[config.mk]
export PLATFORM = sky130hd
export DESIGN_NAME = sevenseg_scan_driver
export DESIGN_NICKNAME = d
export VERILOG_FILES = /design/src/rtl/sevenseg_scan_driver.sv
export SDC_FILE = /design/constraint.sdc
export NUM_CORES = 1
export LEC_CHECK = 0
export ABC_CLOCK_PERIOD_IN_PS = 2200
export CORE_ASPECT_RATIO = 1.1
export CORE_UTILIZATION = 49
export DETAILED_ROUTE_END_ITERATION = 12
export MAX_ROUTING_LAYER = met4
export PLACE_DENSITY = 0.76
export SYNTH_ARGS = -nofsm -noshare
export SYNTH_HDL_FRONTEND = slang
export SYNTH_SLANG_ARGS = --single-unit
export TNS_END_PERCENT = 1
[constraint.sdc]
create_clock -name clk -period 2.2 [get_ports clk]
set_input_delay 0.33 -clock clk [delete_from_list [all_inputs] [get_ports clk]]
set_output_delay 0.33 -clock clk [all_outputs]
set_load 0.01 [all_outputs]
[src/rtl/sevenseg_scan_driver.sv]
// -----------------------------------------------------------------------------
// sevenseg_scan_driver
//
// Time-multiplexed multi-digit BCD seven-segment driver. A shadow buffer holds
// NUM_DIGITS BCD codes plus per-digit decimal points. The digits are scanned
// one at a time onto a shared segment bus. Each digit slot lasts REFRESH_DIV
// clocks. The first clock of every slot is a blank guard cycle so that the old
// segment pattern never ghosts onto the next anode. Optional leading-zero
// blanking is supported, and codes above 9 are shown as a dash and flagged on
// err.
//
// Ports:
//   clk        system clock, rising-edge active
//   reset      asynchronous, active-high reset
//   digits_in  BCD codes, digit k = digits_in[4k+3:4k], digit 0 least significant
//   load       captures digits_in / dp_in into the shadow buffer on a clk edge
//   blank_lz   enables leading-zero blanking (sampled every cycle)
//   dp_in      decimal point request per digit, active-high
//   Seg        segments a..g (Seg[0] = a), active-low, registered
//   dp         decimal point, active-low, registered
//   an         digit enables, active-low, registered
//   err        high while the displayed digit holds a code > 9, registered
// -----------------------------------------------------------------------------
module sevenseg_scan_driver #(
    parameter int NUM_DIGITS  = 4,
    parameter int REFRESH_DIV = 50000,
    parameter int IDX_W       = 3
) (
    input  logic                    clk,
    input  logic                    reset,
    input  logic [4*NUM_DIGITS-1:0] digits_in,
    input  logic                    load,
    input  logic                    blank_lz,
    input  logic [NUM_DIGITS-1:0]   dp_in,
    output logic [0:6]              Seg,
    output logic                    dp,
    output logic [NUM_DIGITS-1:0]   an,
    output logic                    err
);

    localparam int CNT_W = (REFRESH_DIV > 1) ? $clog2(REFRESH_DIV) : 1;
    localparam logic [CNT_W-1:0] CNT_LAST = CNT_W'(REFRESH_DIV - 1);
    localparam logic [IDX_W-1:0] IDX_LAST = IDX_W'(NUM_DIGITS - 1);

    logic [CNT_W-1:0]        cnt;
    logic [IDX_W-1:0]        idx;
    logic [4*NUM_DIGITS-1:0] shadow_digits;
    logic [NUM_DIGITS-1:0]   shadow_dp;
    logic                    blank_q;

    logic [3:0]              cur_digit;
    logic                    cur_dp;
    logic                    cur_blank;
    logic                    all_zero;
    logic                    lit;
    logic [NUM_DIGITS-1:0]   an_sel;
    logic [0:6]              seg_next;
    logic                    dp_next;
    logic [NUM_DIGITS-1:0]   an_next;
    logic                    err_next;

    // BCD to active-low a..g; anything above 9 renders as a dash (g only).
    function automatic logic [0:6] decode_bcd(input logic [3:0] code);
        logic [0:6] pattern;
        case (code)
            4'd0:    pattern = 7'b0000001;
            4'd1:    pattern = 7'b1001111;
            4'd2:    pattern = 7'b0010010;
            4'd3:    pattern = 7'b0000110;
            4'd4:    pattern = 7'b1001100;
            4'd5:    pattern = 7'b0100100;
            4'd6:    pattern = 7'b0100000;
            4'd7:    pattern = 7'b0001111;
            4'd8:    pattern = 7'b0000000;
            4'd9:    pattern = 7'b0000100;
            default: pattern = 7'b1111110;
        endcase
        return pattern;
    endfunction

    // Select the digit under the scan index and decide whether it is blanked.
    // Walking from the most significant digit down, all_zero stays true only
    // while every digit at or above k is zero. Any nonzero code, including an
    // invalid one, therefore ends blanking for itself and all digits below.
    always_comb begin
        // NOTE: every combinational output gets a default first so no path
        // leaves a value held, which would infer a latch.
        cur_digit = 4'd0;
        cur_dp    = 1'b0;
        cur_blank = 1'b0;
        all_zero  = 1'b1;
        an_sel    = '1;
        for (int k = NUM_DIGITS - 1; k >= 0; k--) begin
            all_zero = all_zero && (shadow_digits[4*k +: 4] == 4'd0);
            if (idx == IDX_W'(k)) begin
                cur_digit = shadow_digits[4*k +: 4];
                cur_dp    = shadow_dp[k];
                cur_blank = (k > 0) && blank_q && all_zero;
                an_sel[k] = 1'b0;
            end
        end

        // cnt == 0 is the guard cycle: everything dark.
        lit      = (cnt != '0) && !cur_blank;
        seg_next = lit ? decode_bcd(cur_digit) : 7'b1111111;
        dp_next  = lit ? ~cur_dp : 1'b1;
        an_next  = lit ? an_sel : '1;
        err_next = lit && (cur_digit > 4'd9);
    end

    // NOTE: all state, including the shadow buffer, is updated with
    // non-blocking assignments, so every register samples pre-edge values.
    always_ff @(posedge clk or posedge reset) begin
        if (reset) begin
            cnt           <= '0;
            idx           <= '0;
            // NOTE: the shadow buffer is explicitly cleared on reset, so a
            // display restarted after reset shows zeros until the next load.
            shadow_digits <= '0;
            shadow_dp     <= '0;
            blank_q       <= 1'b0;
            Seg           <= 7'b1111111;
            dp            <= 1'b1;
            an            <= '1;
            err           <= 1'b0;
        end else begin
            if (cnt == CNT_LAST) begin
                cnt <= '0;
                idx <= (idx == IDX_LAST) ? '0 : idx + 1'b1;
            end else begin
                cnt <= cnt + 1'b1;
            end

            if (load) begin
                shadow_digits <= digits_in;
                shadow_dp     <= dp_in;
            end
            blank_q <= blank_lz;

            Seg <= seg_next;
            dp  <= dp_next;
            an  <= an_next;
            err <= err_next;
        end
    end

endmodule

# Word level (Yosys, flattened, before mapping)
# Memories as Yosys holds them, arrays and structs flattened.
# Cells that the tools add are included.
dict set report totals {
  word_cells 52
  rom_bits 112
  n_memories 1
  register_bits 53
  output_inout_bits 13
}
# memory words width rd rd_clocked_by_memory_dff wr line_no
set memory_table {}
lappend memory_table {{(no name shown)} 16 7 1 0 0 65} ;# case (code)
dict set report op_classes {
  add_sub_neg 2
  magnitude_cmp 1
  n_mux 21
  eq_ne 4
  n_reduce_logical 13
  n_bitwise 1
}
# cell n
set op_table {}
lappend op_table {{two-way mux 4 bit} 5}
lappend op_table {{adder 16 x 1 -> 16 bit (second input constant)} 1}
lappend op_table {{equality test 16 bit (second input constant)} 1}
lappend op_table {{two-way mux 16 bit} 1}
lappend op_table {{nonzero test 16 bit} 1}
lappend op_table {{two-way mux 1 bit} 13}
lappend op_table {{zero test 4 bit} 3}
lappend op_table {{logical AND 1 bit} 7}
lappend op_table {{two-way mux 7 bit} 1}
lappend op_table {{equality test 3 x 2 -> 1 bit (second input constant)} 2}
lappend op_table {{> comparator 4 bit (second input constant)} 1}
lappend op_table {{adder 3 x 1 -> 3 bit (second input constant)} 1}
lappend op_table {{equality test 3 x 1 -> 1 bit (second input constant)} 1}
lappend op_table {{zero test 3 bit} 1}
lappend op_table {{two-way mux 3 bit} 1}
lappend op_table {{zero test 1 bit} 1}
lappend op_table {{NOT 1 bit} 1}

# Logic depth before layout (Yosys ltp)
# Gate-level depths: netlist (run 1).
dict set report depth {
  ltp_word 9
  depth_mapped 11
  ltp_nobuf 10
}

# Least setup slack after synthesis (run 1)
# Ideal clock, no wire load.
dict set report synth_path {
  path_kind {register -> register}
  start {reg idx[0]}
  end {reg Seg[0] (netlist bit)}
  path_buffers 1
  path_stages_with_launch 12
  arrival_time_ns 2.012
  required_ns 2.119
  path_slack_ns 0.107
  setup_ns 0.081
  synth_period_minus_slack_ns 2.093
  cell_sequence {dfrtp_1 > inv_1 > ha_1 > buf_6 > a21oi_1 > o21ai_0 > a31oi_1 > inv_1 > ha_1 > a21boi_0 > a211oi_1 > o21ai_1}
}
dict set report synth_via {
  elab_chain_len 8
  elab_cells_between_ends 16
  cone_classes {eq/ne (3); mux (9); reduce/logical (3); memory (1)}
}
# item line_no
set synth_lines {}
lappend synth_lines {{from (decl)} 46} ;# logic [IDX_W-1:0] idx;
lappend synth_lines {{from (signal assigned)} 129} ;# idx <= (idx == IDX_LAST) ? '0 : idx + 1'b1;
lappend synth_lines {{branches (longest 7 deep; another with memory (16 x 7 bit))} --}
lappend synth_lines {{two-way mux 7 bit *} 105} ;# seg_next = lit ? decode_bcd(cur_digit) : 7'b1111111;
lappend synth_lines {{via seg_next (one bit)} 57} ;# logic [0:6] seg_next;
lappend synth_lines {{to (signal assigned)} 140} ;# Seg <= seg_next;
lappend synth_lines {{to (decl)} 35} ;# output logic [0:6] Seg,
# Mark *: on every way through the listed nets, which the timed path passes.
# A chain may end at the register's enable or synchronous reset.

# Worst setup path after layout (run 1)
dict set report layout_path {
  start {reg idx[0]}
  end {reg Seg[2] (netlist bit)}
}
# Same word-level chain as after synthesis.

==> summary by stage, run 1 <==
Outcome
The run finished with clean final reports.

Global routing
In the global route stage, met3 resource usage came out at 0.0462. For this run, the total global-route usage over all layers was measured as 0.197. The number of antenna violations at the first check in global routing was 0.

The sum of overflow across all layers after global routing is 0. The met2 track demand over resource in global routing is 0.302. The via count of the first global-routing pass is 1,824. In this run the most used layer during global routing was met2. Entering global routing, the biggest net connects 36 pins. The first global-routing pass estimated between 8000 and 9000 µm of wire. In the global route stage, met1 resource usage came out at 0.260.

Yosys
Synthesis instantiated 43 different standard cells from the library. During synthesis, Yosys emitted a total of 0 warnings. Counting flops and latches in the post-synthesis netlist gives 53. After synthesis the cells add up to about 2600 µm². After synthesis, the mean cell area works out to roughly 11 µm².

In the synthesized netlist, the number of instances is 234. The number of nets in the synthesized netlist is 270. The share of the yosys chip area belonging to registers is 0.513.

Timing
The worst hold-check slack is between 300 and 400 ps. Timing would allow up to roughly 490 MHz. The worst clock skew is approximately 5.4 ps. The routed design could run at a clock period as short as ~2100 ps.

The headroom to the max-slew limit is 0.687. In the finished design, the share of the clock period the worst path needs comes to 0.934. The number of hold-slack violations in the final timing report is 0. The number of slew-limit violations in the final report is 0. For the pin with the worst max-slew slack, the measured transition is 466 ps. Setup violations remaining at the end of the flow were counted as 0.

Clock tree
The number of hold buffers added after CTS was 0. Counting along the longest clock path gives a buffer depth of 2. The tree is rooted in a clkbuf_8.

Clock tree synthesis found a total of 53 sinks. After clock tree synthesis, the clock-pin slew on the worst setup and hold paths is around 90 ps. The total clock buffers created by CTS is 5. TritonCTS built the clock tree.

The number of levels in the clock H-tree is 2. The latest clock arrival within the worst-skew pair is approximately 300 ps.

Critical path
By startpoint and endpoint, the worst setup path is classified as flip-flop to flip-flop. The startpoint of the worst-slack reg-to-reg timing path is idx[0]$_DFFE_PP0N_. The reg2reg setup slack is approximately 150 ps.

The capturing element type of the critical path is a flip-flop. Data on the critical path arrives at its endpoint at roughly 2300 ps. On the critical path, the stage with the largest delay is an instance of dfrtp_1.

Counting buffers and inverters, the worst setup path is 8 cells deep. The startpoint class of the critical path is a flip-flop. The delay of the slowest critical-path stage is roughly 400 ps. The data required time of the critical path is 2430 ps. The terminus of the critical flop-to-flop path is Seg[2]$_DFF_PP1_. The kind of cell with the highest combined delay along the critical path is simple AND/OR/NAND/NOR gates.

The number of cells traversed by the worst register-to-register path is 8. Walking the worst path, the cells encountered are inv_1 -> ha_1 -> buf_4 -> nand3b_1 -> a211o_1 -> nor2_2 -> and3_4 -> o21ai_1. Together, buffers and inverters on the worst path number 2. The maximum fanout along the worst path is 9.

Placement
At the end of routability-driven placement, the weighted congestion stood at about 0.85. The detailed placement HPWL is roughly 3600 µm. Buffers placed on the I/O ports in this run total 36.

Die
The die height is slightly below 80 µm. During I/O placement, the number of pins put on the boundary was 37. For this configuration, the core starts out at a cell density of 0.516.

After floorplanning, the core was sized to cover roughly 5000 µm². The initialized floorplan defines 27 standard-cell rows. Measured along the x axis, the die boundary spans around 72 µm. The die area is roughly 5600 µm².

Detailed routing
The first TritonRoute pass finished after 4 iterations. The average via count per standard cell is ~5.4. The routed layout has roughly 1,800 vias.

Summed over all layers, the routed wires come to ~4700 µm. The first routing iteration left 77 violations. The post-detailed-route wirelength per cell is approximately 14 µm. The number of DRC violations after detailed routing is 0. In this run the remaining antenna-violating nets after routing total 0.

Pwr
The leakage power figure is 1.36 nW. The worst-case vdd ir drop is between 0.4 and 0.5 mV. The total power per unit cell area is approximately 590 nW/µm².

Cells and area
The number of nets in the final layout is 317. The antenna diode count is 0. Relative to the synthesized area, the layout overhead comes to 21.7%. The layout cell share with drive strength beyond 1 is 0.223. Across the whole layout, storage elements account for 1340 µm². Measured on the finished design, the core utilization comes to 0.628. The library cell used most frequently in the layout, excluding fill and tap cells, is dfrtp_1.

The top cell types in the final layout, fill and taps aside, are dfrtp_1 (41), clkdlybuf4s50_1 (36), nand2_1 (25), mux2_2 (19), nor2_1 (17). In the final layout, the multi-input gates occupy about 1200 µm². The final-layout fill cell count is 406.

Run
The tool flagged a number of max-cap violations equal to 0.

Worst hold path
The worst hold path belongs to the class primary input to asynchronous set/reset pin.
## power breakdown
part | total, mW | internal [mW] | leakage (nW) | switching [mW]
clock | 0.512 | 0.221 | 0.0450 | 0.291
sequential | 1.09 | 1.05 | 0.636 | 0.0352
combinational | 0.286 | 0.165 | 0.679 | 0.121
## stage by stage
| step | total power [mW] | instance area, µm² | setup WS, ps | cells | TNS [ps] |
|---|---|---|---|---|---|
| after global placement | 1.38 | 3080 | 178 | 331 | 0 |
| after floorplan | 1.25 | 2620 | 107 | 234 | 0 |
| after detailed placement | 1.39 | 3080 | 102 | 331 | 0 |
| final | 1.89 | 3180 | 146 | 340 | 0 |
| after CTS | 1.90 | 3160 | 66.4 | 339 | 0 |
| after global routing | 1.99 | 3180 | -16.7 | 340 | -25.1 |
## cell families (layout without fill, tap and decap cells)
group                      count (synthesis)  count (layout)  synth area share
muxes                                     20              20            0.0856
AOI/OAI and AO/OA                         36              36             0.100
and+or+nand+nor                           82              82             0.164
buffers and inverters                     18              66            0.0364
adders and majority gates                 12              12            0.0574
DFF                                       53              53             0.513
xor gates and xnor gates                  13              13            0.0435
## cell usage after synthesis (all sizes together)
| cell type | instances | area [µm²] |
|---|---|---|
| dfrtp | 41 | 1030 |
| nand2 | 26 | 105 |
| mux2 | 19 | 214 |
| nor2 | 18 | 70.1 |
| o21ai | 13 | 65.1 |
| dfstp | 12 | 315 |
| ha | 12 | 150 |
| inv | 11 | 41.3 |
| a21oi | 7 | 35.0 |
| xor2 | 7 | 61.3 |
| a211oi | 6 | 45.0 |
| and3 | 6 | 43.8 |
| xnor2 | 6 | 52.6 |
| buf | 5 | 46.3 |
| nor2b | 5 | 31.3 |
| nor3 | 5 | 30.0 |
| nand3 | 4 | 20.0 |
| nand4 | 4 | 25.0 |
| nand2b | 3 | 18.8 |
| nor4 | 3 | 18.8 |
| a31oi | 2 | 12.5 |
| and2 | 2 | 17.5 |
| clkbuf | 2 | 7.51 |
| nand3b | 2 | 15.0 |
| nor3b | 2 | 15.0 |
| o31ai | 2 | 15.0 |
| a211o | 1 | 8.76 |
| a21boi | 1 | 7.51 |
| a221oi | 1 | 26.3 |
| and4 | 1 | 8.76 |
| mux2i | 1 | 10.0 |
| nor4b | 1 | 8.76 |
| o2111ai | 1 | 8.76 |
| o32a | 1 | 22.5 |
| o41ai | 1 | 16.3 |
## worst max path at each step
stage / startpoint / slack, ps / to
2_1_floorplan: idx[0]$_DFFE_PP0N_ / 110 / Seg[0]$_DFF_PP1_
3_3_place_gp: idx[1]$_DFFE_PP0N_ / 180 / Seg[0]$_DFF_PP1_
3_5_place_dp: idx[1]$_DFFE_PP0N_ / 100 / Seg[3]$_DFF_PP1_
4_1_cts: idx[1]$_DFFE_PP0N_ / 70 / Seg[3]$_DFF_PP1_
5_1_grt: idx[0]$_DFFE_PP0N_ / -20 / Seg[1]$_DFF_PP1_
6_report: idx[0]$_DFFE_PP0N_ / 150 / Seg[2]$_DFF_PP1_
## sequential cells by signal (all words and copies together) (netlist names)
signal         cells
idx                3
shadow_digits     16
err                1
an                 4
blank_q            1
Seg                7
cnt               16
dp                 1
shadow_dp          4
## metal layers
| layer | share of wire | wire length (µm) |
|---|---|---|
| met4 | 0.015 | 68 |
| met3 | 0.036 | 168 |
| met1 | 0.47 | 2220 |
| met2 | 0.47 | 2220 |
| met5 | 0 | 0 |
## layout make-up
| class | count | share of cell area |
|---|---|---|
| clock buffers | 6 | 0.0228 |
| clock inverters | 2 | 0.00315 |
| inverters | 11 | 0.0130 |
| multi-input cells | 163 | 0.374 |
| flip-flops and latches | 53 | 0.422 |
| well taps | 58 | 0.0228 |
| repair buffers | 47 | 0.143 |
## what timing repair did
item | in CTS | in global routing
setup endpoints to repair | 0 | 8
setup buffers | 0 | 1
resized for setup | 0 | 5
Power figures use the tool's default switching activity.
==> inputs of run 2 (changes only) <==
- SLEW_MARGIN: not set -> 20
==> results of run 2 <==
No change in the layout: final DEF, timing and power equal those of run 1.
==> inputs of run 3 (changes only) <==
- SETUP_SLACK_MARGIN: not set -> 0.2
==> run 3 against run 2 <==
Sequential share of layout area down 3.8 points. Clock power is 8.0% higher. Critical path depth up 2. Highest routed layer unchanged. First-iteration DRC count is 10% lower. Via count rose by 6.0%. Non-clock buffer count grew 13. Worst setup slack better by 20 ps. Clock skew grew 2.1 ps. Design area up 10%. Count of clock-buffer cells in the layout grew 2. Power grew 6.4%.
==> summary by stage, run 3 (synthesized netlist as in run 1, its figures left out) <==
Outcome
Run status: finished clean (unchanged).

Detailed routing
The wire length after detailed routing is 5610 µm (was 4680 µm). The routed via count is 1,957 (was 1,847). The number of DRC violations after detailed routing came to 0 (unchanged).

The antenna violation net count after detailed routing is 0 (unchanged). The average via count per standard cell was 5.54 (was 5.43). The violation count after the first detailed-route iteration is 69 (was 77). The post-detailed-route wirelength per cell came to 15.9 µm (was 13.8 µm).

The first-pass iteration count of the detailed router is 5 (was 4).

Cells and area
The share of the core filled with cells in the final layout is 0.691 (was 0.628). The post-layout instance area is 3500 µm² (was 3180 µm²). The layout-stage area growth over the synthesis result is 34.0% (was 21.7%).

The final non-filler cell total is 353 (was 340). The layout cell share with drive strength beyond 1 was 0.339 (was 0.223). The antenna diode count was 0 (unchanged). Leading cell types in the layout, fill and taps excluded: dfrtp_1 (40), clkdlybuf4s50_1 (36), nand2_1 (24), mux2_2 (19), nor2_1 (17) (was dfrtp_1 (41), clkdlybuf4s50_1 (36), nand2_1 (25), mux2_2 (19), nor2_1 (17)). The number of nets in the final layout is 330 (was 317). The final-layout fill cell count is 356 (was 406). Registers with the highest flip-flop counts: cnt (16), shadow_digits (16), Seg (7) (unchanged). The leading cell type in the layout, fill and taps excluded is dfrtp_1 (unchanged).

Placement
The placed cell area is 3080 µm² (about the same). The weighted congestion at the end of routability-driven global placement is 0.858 (was 0.848). The detailed placement HPWL is 3510 µm (was 3590 µm). The post-placement worst setup slack is 32.4 ps (was 102 ps). The total of buffers placed on input and output ports is 36 (unchanged). The number of placed instances, taps included is 330 (was 331).

Critical path
The startpoint class of the critical path was a flip-flop (unchanged). The maximum fanout along the worst path is 4 (was 9). The class of the most critical setup path is flip-flop to flip-flop (unchanged). The number of cells traversed by the worst register-to-register path came to 10 (was 8). The data required time of the critical path came to 2430 ps (about the same). The capturing element type of the critical path is a flip-flop (unchanged). The critical path data arrival time was 2260 ps (was 2280 ps). The reg2reg setup slack is 170 ps (was 150 ps). The critical path launch point is idx[1]$_DFFE_PP0N_ (was idx[0]$_DFFE_PP0N_).

The terminus of the critical flop-to-flop path is Seg[3]$_DFF_PP1_ (was Seg[2]$_DFF_PP1_). The startpoint of the worst-slack reg-to-reg timing path is idx[1]$_DFFE_PP0N_ (was idx[0]$_DFFE_PP0N_).

Global routing
The pin count of the biggest net entering global routing is 54 (was 36). The met1 usage in global routing came to 0.273 (was 0.260). The global-route total usage across every layer is 0.207 (was 0.197). The fraction of met3 tracks used by global routing is 0.0436 (was 0.0462).

The most used routing layer in global routing is met2 (unchanged). The via count of the first global-routing pass is 1,909 (was 1,824). The wire length of the first global-routing pass is 8780 µm (was 8360 µm). The sum of overflow across all layers after global routing is 0 (unchanged). The met2 track demand over resource in global routing was 0.326 (was 0.302). The number of antenna violations at the first check in global routing is 0 (unchanged).

Timing
The worst clock skew is 7.52 ps (was 5.45 ps). The final period demand of the worst path is 2030 ps (was 2050 ps). The headroom to the max-slew limit is 0.756 (was 0.687). The ratio of final minimum period to clock period came to 0.925 (was 0.934). The worst hold-check slack was 365 ps (was 338 ps). Setup repair after global routing could not meet its margin everywhere. The slew at the pin with the worst max-slew slack is 365 ps (was 466 ps). The total negative slack for setup checks is 0 ps (unchanged). The number of setup violations in the final report is 0 (unchanged). The number of hold-slack violations in the final timing report is 0 (unchanged).

The number of slew-limit violations in the final report is 0 (unchanged). The highest clock rate is 492 MHz (was 487 MHz). The minimum setup slack in the final design is 166 ps (was 146 ps).

Die
The die area came to 5630 µm² (unchanged). The top-level I/O count came to 37 (unchanged). The die height came to 78.6 µm (unchanged). The core box area is 5070 µm² (unchanged). The placement row count is 27 (unchanged). The initial standard-cell utilization of the core was 0.516 (unchanged). The die span in x is 71.7 µm (unchanged).

Clock tree
The buffer levels on the longest clock path is 2 (unchanged). The CTS tree is built (unchanged). The clock edge transition at the registers on the reported setup and hold paths came to 90 ps (about the same). The total clock buffers created by CTS was 5 (unchanged). The CTS sink count was 53 (unchanged). The root buffer cell is clkbuf_8 (unchanged).

The number of buffers added to fix hold violations after cts is 0 (unchanged). The number of levels in the clock H-tree is 2 (unchanged). The latest clock arrival within the worst-skew pair was 300 ps (about the same).

Worst hold path
The type of the worst min-delay path is primary input to asynchronous set/reset pin (unchanged).

Pwr
The post-layout total power was 2.01 mW (was 1.89 mW). The worst-case vdd ir drop came to 0.312 mV (was 0.429 mV). The leakage power figure came to 1.45 nW (was 1.36 nW). The total power per unit cell area is 573 nW/µm² (was 593 nW/µm²).

Run
The number of max-cap violations is 0 (unchanged).
## run 3: how the worst max path moves through the flow
stage / to / slack, ps / depth (start not counted)
2_1_floorplan: Seg[3]$_DFF_PP1_ / 190 / 10
3_3_place_gp: Seg[5]$_DFF_PP1_ / 100 / 11
3_5_place_dp: Seg[3]$_DFF_PP1_ / 30 / 11
4_1_cts: Seg[3]$_DFF_PP1_ / 200 / 11
5_1_grt: Seg[4]$_DFF_PP1_ / 80 / 11
6_report: Seg[3]$_DFF_PP1_ / 170 / 10
## run 3: timing repair
| item | CTS | global route |
|---|---|---|
| pin swaps | 8 | 15 |
| resized for setup | 23 | 27 |
| setup buffers | 8 | 7 |
| setup endpoints to repair | 7 | 8 |
| hold endpoints to repair | 0 | 0 |
## run 3: where the power goes
part           switching [mW]  total [mW]  internal [mW]
combinational           0.154       0.363          0.209
sequential             0.0388        1.09           1.05
clock                   0.296       0.553          0.257
## run 3: layout make-up
cell class,count,area (µm²),area share
timing repair buffer,60,583,0.166
clock buffer,8,90.1,0.0257
sequential,53,1340,0.383
multi-input combinational,163,1370,0.391
inverter,11,43.8,0.0125
tap,58,72.6,0.0207
## run 3: worst max-delay path, cell delays in order (launching register included)
cell	delay [ps]
dfrtp_1	400
inv_2	90
ha_4	170
buf_6	120
nor2b_4	120
o31ai_4	260
nand2_2	160
inv_4	110
ha_4	210
a211oi_2	220
o21ai_1	110
## run 3: routing by layer
| layer | vias up | wire length [µm] |
|---|---|---|
| met3 | 10 | 182 |
| met5 | - | 0 |
| met2 | 47 | 2880 |
| met1 | 971 | 2460 |
| met4 | 0 | 90 |
| li1 | 929 | - |
